==> src/rtl/id_ex_pipeline_register.sv <==
// -----------------------------------------------------------------------------
// id_ex_pipeline_register
//
// ID/EX pipeline stage register. Captures the decoded control strobes, the
// ALU op class / function / shift amount, the operands and the register
// numbers produced by ID and presents them to EX exactly one cycle later.
// There is no combinational path from any ID_* input to any EX_* output.
//
// Per-edge priority:  Flush > HazardStall > Stall > load.
//   Flush / HazardStall : load a bubble and bump BubbleCount (saturating)
//   Stall               : hold every EX_* output and the counter
//   otherwise           : EX_* <= ID_*
//
// Bubble value: ALUOp=3'b111 with function 6'b000000 and shamt 0, which the
// ALU control unit decodes as SLL (a nop), never as JR. All strobes, data
// fields and register numbers are zero and EX_Valid is 0.
//
// Optional feature, macro LOAD_USE_HAZARD_EN:
//   defined   : HazardStall flags a load in EX whose destination (Rt, non-zero)
//               is a source of the valid instruction in ID. Combinational from
//               the current EX register contents and the ID inputs.
//   undefined : HazardStall is tied low; bubbles come from Flush only.
//
// Ports
//   clk                 rising-edge clock
//   reset               asynchronous active-low reset (EX_* -> bubble, count -> 0)
//   Stall, Flush        hold / bubble requests
//   ID_*                decoded fields from the ID stage
//   EX_*                registered copies of ID_* (incl. EX_Valid)
//   HazardStall         load-use hazard: upstream freezes PC and IF/ID
//   BubbleCount         bubbles inserted since reset, saturating at all-ones
// -----------------------------------------------------------------------------
module id_ex_pipeline_register #(
   parameter int DATA_WIDTH  = 32,
   parameter int COUNT_WIDTH = 16
) (
   input  logic                   clk,
   input  logic                   reset,
   input  logic                   Stall,
   input  logic                   Flush,

   input  logic                   ID_Valid,
   input  logic [2:0]             ID_ALUOp,
   input  logic [5:0]             ID_ALUFunction,
   input  logic [4:0]             ID_Shamt,
   input  logic                   ID_RegWrite,
   input  logic                   ID_MemRead,
   input  logic                   ID_MemWrite,
   input  logic                   ID_MemtoReg,
   input  logic                   ID_ALUSrc,
   input  logic                   ID_RegDst,
   input  logic                   ID_Jump,
   input  logic [DATA_WIDTH-1:0]  ID_ReadData1,
   input  logic [DATA_WIDTH-1:0]  ID_ReadData2,
   input  logic [DATA_WIDTH-1:0]  ID_Immediate,
   input  logic [DATA_WIDTH-1:0]  ID_PC4,
   input  logic [4:0]             ID_Rs,
   input  logic [4:0]             ID_Rt,
   input  logic [4:0]             ID_Rd,

   output logic                   EX_Valid,
   output logic [2:0]             EX_ALUOp,
   output logic [5:0]             EX_ALUFunction,
   output logic [4:0]             EX_Shamt,
   output logic                   EX_RegWrite,
   output logic                   EX_MemRead,
   output logic                   EX_MemWrite,
   output logic                   EX_MemtoReg,
   output logic                   EX_ALUSrc,
   output logic                   EX_RegDst,
   output logic                   EX_Jump,
   output logic [DATA_WIDTH-1:0]  EX_ReadData1,
   output logic [DATA_WIDTH-1:0]  EX_ReadData2,
   output logic [DATA_WIDTH-1:0]  EX_Immediate,
   output logic [DATA_WIDTH-1:0]  EX_PC4,
   output logic [4:0]             EX_Rs,
   output logic [4:0]             EX_Rt,
   output logic [4:0]             EX_Rd,

   output logic                   HazardStall,
   output logic [COUNT_WIDTH-1:0] BubbleCount
);

   typedef struct packed {
      logic                  valid;
      logic [2:0]            alu_op;
      logic [5:0]            alu_func;
      logic [4:0]            shamt;
      logic                  reg_write;
      logic                  mem_read;
      logic                  mem_write;
      logic                  memto_reg;
      logic                  alu_src;
      logic                  reg_dst;
      logic                  jump;
      logic [DATA_WIDTH-1:0] read_data1;
      logic [DATA_WIDTH-1:0] read_data2;
      logic [DATA_WIDTH-1:0] immediate;
      logic [DATA_WIDTH-1:0] pc4;
      logic [4:0]            rs;
      logic [4:0]            rt;
      logic [4:0]            rd;
   } ex_fields_t;

   // ALUOp 3'b111 defers to the function field; function 0 with shamt 0 is
   // SLL $0,$0,0 -- a true nop that can never be mistaken for JR (funct 001000).
   function automatic ex_fields_t bubble_value();
      ex_fields_t b;
      b          = '0;
      b.alu_op   = 3'b111;
      b.alu_func = 6'b000000;
      b.shamt    = 5'd0;
      return b;
   endfunction

   ex_fields_t             ex_q;
   ex_fields_t             ex_d;
   ex_fields_t             id_fields;
   logic [COUNT_WIDTH-1:0] bubble_cnt_q;
   logic [COUNT_WIDTH-1:0] bubble_cnt_d;
   logic                   hazard;
   logic                   load_bubble;

   always_comb begin
      id_fields            = '0;
      id_fields.valid      = ID_Valid;
      id_fields.alu_op     = ID_ALUOp;
      id_fields.alu_func   = ID_ALUFunction;
      id_fields.shamt      = ID_Shamt;
      id_fields.reg_write  = ID_RegWrite;
      id_fields.mem_read   = ID_MemRead;
      id_fields.mem_write  = ID_MemWrite;
      id_fields.memto_reg  = ID_MemtoReg;
      id_fields.alu_src    = ID_ALUSrc;
      id_fields.reg_dst    = ID_RegDst;
      id_fields.jump       = ID_Jump;
      id_fields.read_data1 = ID_ReadData1;
      id_fields.read_data2 = ID_ReadData2;
      id_fields.immediate  = ID_Immediate;
      id_fields.pc4        = ID_PC4;
      id_fields.rs         = ID_Rs;
      id_fields.rt         = ID_Rt;
      id_fields.rd         = ID_Rd;
   end

`ifdef LOAD_USE_HAZARD_EN
   // A load in EX writes Rt; if the instruction in ID reads that register the
   // loaded value is not available in time, so ID must wait one cycle.
   // Register 0 is hard-wired and never creates a dependency.
   assign hazard = ex_q.valid & ex_q.mem_read & (ex_q.rt != 5'd0)
                 & ((ex_q.rt == ID_Rs) | (ex_q.rt == ID_Rt)) & ID_Valid;
`else
   assign hazard = 1'b0;
`endif

   assign load_bubble = Flush | hazard;

   always_comb begin
      ex_d         = ex_q;
      bubble_cnt_d = bubble_cnt_q;
      if (load_bubble) begin
         ex_d = bubble_value();
         if (bubble_cnt_q != {COUNT_WIDTH{1'b1}}) begin
            bubble_cnt_d = bubble_cnt_q + 1'b1;
         end
      end else if (!Stall) begin
         ex_d = id_fields;
      end
   end

   always_ff @(posedge clk or negedge reset) begin
      if (!reset) begin
         ex_q         <= bubble_value();
         bubble_cnt_q <= '0;
      end else begin
         ex_q         <= ex_d;
         bubble_cnt_q <= bubble_cnt_d;
      end
   end

   assign EX_Valid       = ex_q.valid;
   assign EX_ALUOp       = ex_q.alu_op;
   assign EX_ALUFunction = ex_q.alu_func;
   assign EX_Shamt       = ex_q.shamt;
   assign EX_RegWrite    = ex_q.reg_write;
   assign EX_MemRead     = ex_q.mem_read;
   assign EX_MemWrite    = ex_q.mem_write;
   assign EX_MemtoReg    = ex_q.memto_reg;
   assign EX_ALUSrc      = ex_q.alu_src;
   assign EX_RegDst      = ex_q.reg_dst;
   assign EX_Jump        = ex_q.jump;
   assign EX_ReadData1   = ex_q.read_data1;
   assign EX_ReadData2   = ex_q.read_data2;
   assign EX_Immediate   = ex_q.immediate;
   assign EX_PC4         = ex_q.pc4;
   assign EX_Rs          = ex_q.rs;
   assign EX_Rt          = ex_q.rt;
   assign EX_Rd          = ex_q.rd;

   assign HazardStall    = hazard;
   assign BubbleCount    = bubble_cnt_q;

endmodule

==> config.mk <==
export PLATFORM = sky130hd
export DESIGN_NAME = id_ex_pipeline_register
export DESIGN_NICKNAME = d
export VERILOG_FILES = /design/src/rtl/id_ex_pipeline_register.sv
export SDC_FILE = /design/constraint.sdc
export NUM_CORES = 1
export LEC_CHECK = 0
export CAP_MARGIN = 30
export CORE_MARGIN = 5
export CORE_UTILIZATION = 30
export CTS_BUF_LIST = sky130_fd_sc_hd__clkbuf_8
export CTS_CLUSTER_SIZE = 30
export DETAILED_ROUTE_END_ITERATION = 10
export PLACE_DENSITY = 0.59
export SLEW_MARGIN = 20
export SYNTH_ARGS = -nofsm -noshare
export SYNTH_HDL_FRONTEND = slang
export SYNTH_SLANG_ARGS = --single-unit
==> constraint.sdc <==
create_clock -name clk -period 2.2 [get_ports clk]
set_input_delay 0.44 -clock clk [delete_from_list [all_inputs] [get_ports clk]]
set_output_delay 0.44 -clock clk [all_outputs]
set_load 0.02 [all_outputs]
==> impl_metrics.py <==
metrics = {
    "yosys": {
        "muxShareOfSynthArea": 0.223,
        "yosys_register_bits": 181,
        "synthAdderAreaFrac": 0.00170,
        "synth_nets": 779,
        "ys.warnings.count": 0,
        "synth.distinct_cells": 32,
        "synth_xor_area_frac": 0.0119,
        "synth_top_family_by_area": "multiplexers",
        "yosysTopAreaCell": "dfrtp_1",
        "synth.top_cells.by_area": "dfrtp_1 (60%), mux2i_1 (22%), nor2_1 (8.4%)",
        "syn_inst": 609,
        "syn_avg_cell_area_sq_um": 12.1,
        "synthSimpleGateAreaFrac": 0.115,
        "seq_area_frac_synth": 0.615,
        "synth_top_area_frac": 0.604,
        "syn_area_sq_um": 7370,
        "ys_async_sr_fraction": 1.00,
        "synth_compound_area_frac": 0.00831,
        "synth_edf_count": 0,
        "synth_flop_cell": "dfrtp_1",
    },
    "place": {
        "dp.cells": 1254,
        "dp_hpwl_mm": 16.4,
        "io_buffer_count": 349,
        "routabilityCongestion": 0.775,
    },
    "floorplan": {
        "fp.dieH_microns": 167,
        "ioPinCount": 351,
        "start_util": 0.304,
        "rows": 57,
        "core_sq_um": 24200,
        "die_area_sq_um": 27800,
        "die_x_microns": 167,
    },
    "sta": {
        "clock.fmax_mhz": 486,
        "tns_ps": 0,
        "slew-limit-headroom": 0.589,
        "tightest_slew_ps": 616,
        "min_period_ps": 2060,
        "finalClockSkew_ps": 8.02,
        "rsz0062_at_grt": "false",
        "finalSetupViolCount": 0,
        "hold_viol_final": 0,
        "slew_violations": 0,
        "min_period_over_period": 0.935,
    },
    "global_routing": {
        "antenna_found_initial": 0,
        "first_global_vias": 6147,
        "grt_overflow": 0,
        "gr-usage-all-layers": 0.163,
        "grt_max_degree": 112,
        "grt_pass1_wl_mm": 35.9,
    },
    "setup_path": {
        "reg2reg_from": "BubbleCount[0]",
        "reg2reg_to": "BubbleCount[1]",
        "worst_setup_path_end_kind": "primary output",
        "critPathBufInv": 1,
        "setup.worst_path.class": "flop to primary output",
        "critPathMaxFanout": 2,
        "worst_ep_arrival_time_ps": 1620,
        "startpoint_type": "flop",
        "crit_family": "buffers and inverters",
        "required_ps": 1760,
        "slowest_delay_ps": 630,
        "ff2ff_path_depth": 5,
        "rrSetupSlack_ps": 250,
        "cpMaxStageDelayCell": "clkdlybuf4s50_1",
        "cp_cell_sequence": "clkdlybuf4s50_1",
    },
    "drt": {
        "wire_per_inst_microns": 17.7,
        "vias": 5728,
        "ant_nets": 0,
        "via_per_inst": 4.46,
        "drc": 0,
        "drt-pass1-iter-count": 4,
        "wirelength_mm": 22.7,
        "drt_iter0_markers": 322,
    },
    "clocking": {
        "cts_setup_buffers": 0,
        "cts_max_path_buffers": 2,
        "clk-insertion-delay-late_ps": 450,
        "cts_resized": 0,
        "cts_tree": "done",
        "root_buffer": "clkbuf_8",
        "clk_pin_slew_ps": 100,
        "cts_hold_buffers": 1,
        "cts_max_level": 4,
        "clock-sinks": 181,
        "cts_buffers": 17,
    },
    "min_path": {
        "min_delay_path_depth": 3,
        "hp-start": "Flush",
        "min_path_type": "input port to flop",
        "hold_end": "BubbleCount[0]",
    },
    "flow_run": {
        "maxCapViolCount": 0,
    },
    "power": {
        "pwr-share-clk": 0.274,
        "p_sw_mw": 2.31,
        "total_power_mw": 7.59,
        "pwr-share-comb": 0.235,
        "swShare": 0.304,
        "irDropWorstVdd_mv": 0.432,
        "intPower_mw": 5.28,
        "leakage_nw": 5.37,
        "seq_power_share": 0.491,
        "pwr_density_cell_nw_per_um2": 654,
    },
    "finish": {
        "antenna_cells": 0,
        "synthToLayoutAreaGrowth_pct": 57.4,
        "final_cell_mix": "clkdlybuf4s50_1 (346), dfrtp_1 (178), nor2_1 (165), mux2i_1 (162), clkbuf_8 (18)",
        "nets": 1120,
        "mostFrequentLayoutCell": "clkdlybuf4s50_1",
        "fin_cells": 1285,
        "layout-drive-gt1-share": 0.0552,
    },
    "run_status": {
        "status": "finished, final reports clean",
    },
}
==> power groups by stage <==
| stage | clock (mW) | combinational (mW) | sequential, mW |
|---|---|---|---|
| 2_1_floorplan | 0 | 0.488 | 4.08 |
| 3_3_place_gp | 0 | 1.81 | 3.78 |
| 3_5_place_dp | 0 | 1.81 | 3.80 |
| 4_1_cts | 2.18 | 1.82 | 3.73 |
| 5_1_grt | 2.31 | 1.92 | 3.78 |
| 6_report | 2.08 | 1.78 | 3.73 |
==> worst reg2reg max path: stages (launching register included) <==
cell and delay (ps):
dfrtp_1 450, ha_1 240, nand4_1 120, or4_1 610, nand2_4 150, mux2_4 300
==> registers in the layout (all words and copies together), names as in the netlist, 6 cells and up <==
name            count
EX_ReadData1       32
EX_Immediate       32
EX_ReadData2       32
EX_PC4             32
BubbleCount        16
EX_ALUFunction      6
==> layer usage <==
metal	GRT usage	vias up	wire, microns
met3	0.0512	28	1560
li1	-	2722	-
met1	0.199	2780	9440
met2	0.273	198	11200
met4	0.0541	0	495
met5	0	-	0
==> synthesized netlist by cell type (4+ instances only) <==
cell / instances
dfrtp_1: 178
nor2_1: 165
mux2i_1: 162
clkbuf_1: 18
buf_2: 17
nand4_1: 8
xnor2_1: 8
nand2_1: 7
nand3_1: 5
and3_1: 4
==> cell families (layout without fill, tap and decap cells) <==
group | Yosys count | count (layout)
AOI/OAI and AO/OA | 9 | 9
xor gates and xnor gates | 10 | 10
adders and majority gates | 1 | 1
buffers and inverters | 40 | 392
DFF | 181 | 181
muxes | 164 | 164
other | 1 | 1
and+or+nand+nor | 203 | 203
==> worst max-delay path by stage <==
stage / start / end / slack (ps) / cells after the start
2_1_floorplan: BubbleCount[0] / BubbleCount[1] / 330 / 6
3_3_place_gp: BubbleCount[0] / BubbleCount[1] / 270 / 5
3_5_place_dp: BubbleCount[0] / BubbleCount[1] / 260 / 5
4_1_cts: EX_ALUOp[1] / EX_ALUOp[1] / 90 / 1
5_1_grt: BubbleCount[6] / BubbleCount[6] / 50 / 1
6_report: EX_ALUOp[1] / EX_ALUOp[1] / 140 / 1
==> stage by stage <==
stage,instance area [sq um],hold WS (ps),setup slack (ps),utilization
after global routing,11600,276,48.8,0.479
after global placement,11300,404,273,0.464
after floorplan,7370,144,332,-
after detailed placement,11300,402,261,0.464
after CTS,11600,252,93.9,0.479
final,11600,299,144,0.479
==> cell type report <==
type                            instances  area (sq um)
Clock inverter                         13           103
Clock buffer                           17           234
Tap cell                              324           405
Sequential cell                       181          4530
Multi-Input combinational cell        388          2660
Timing Repair Buffer                  362          3670
Fill cell                            2265         12600
Note: power is estimated with default switching activity, not from simulation.
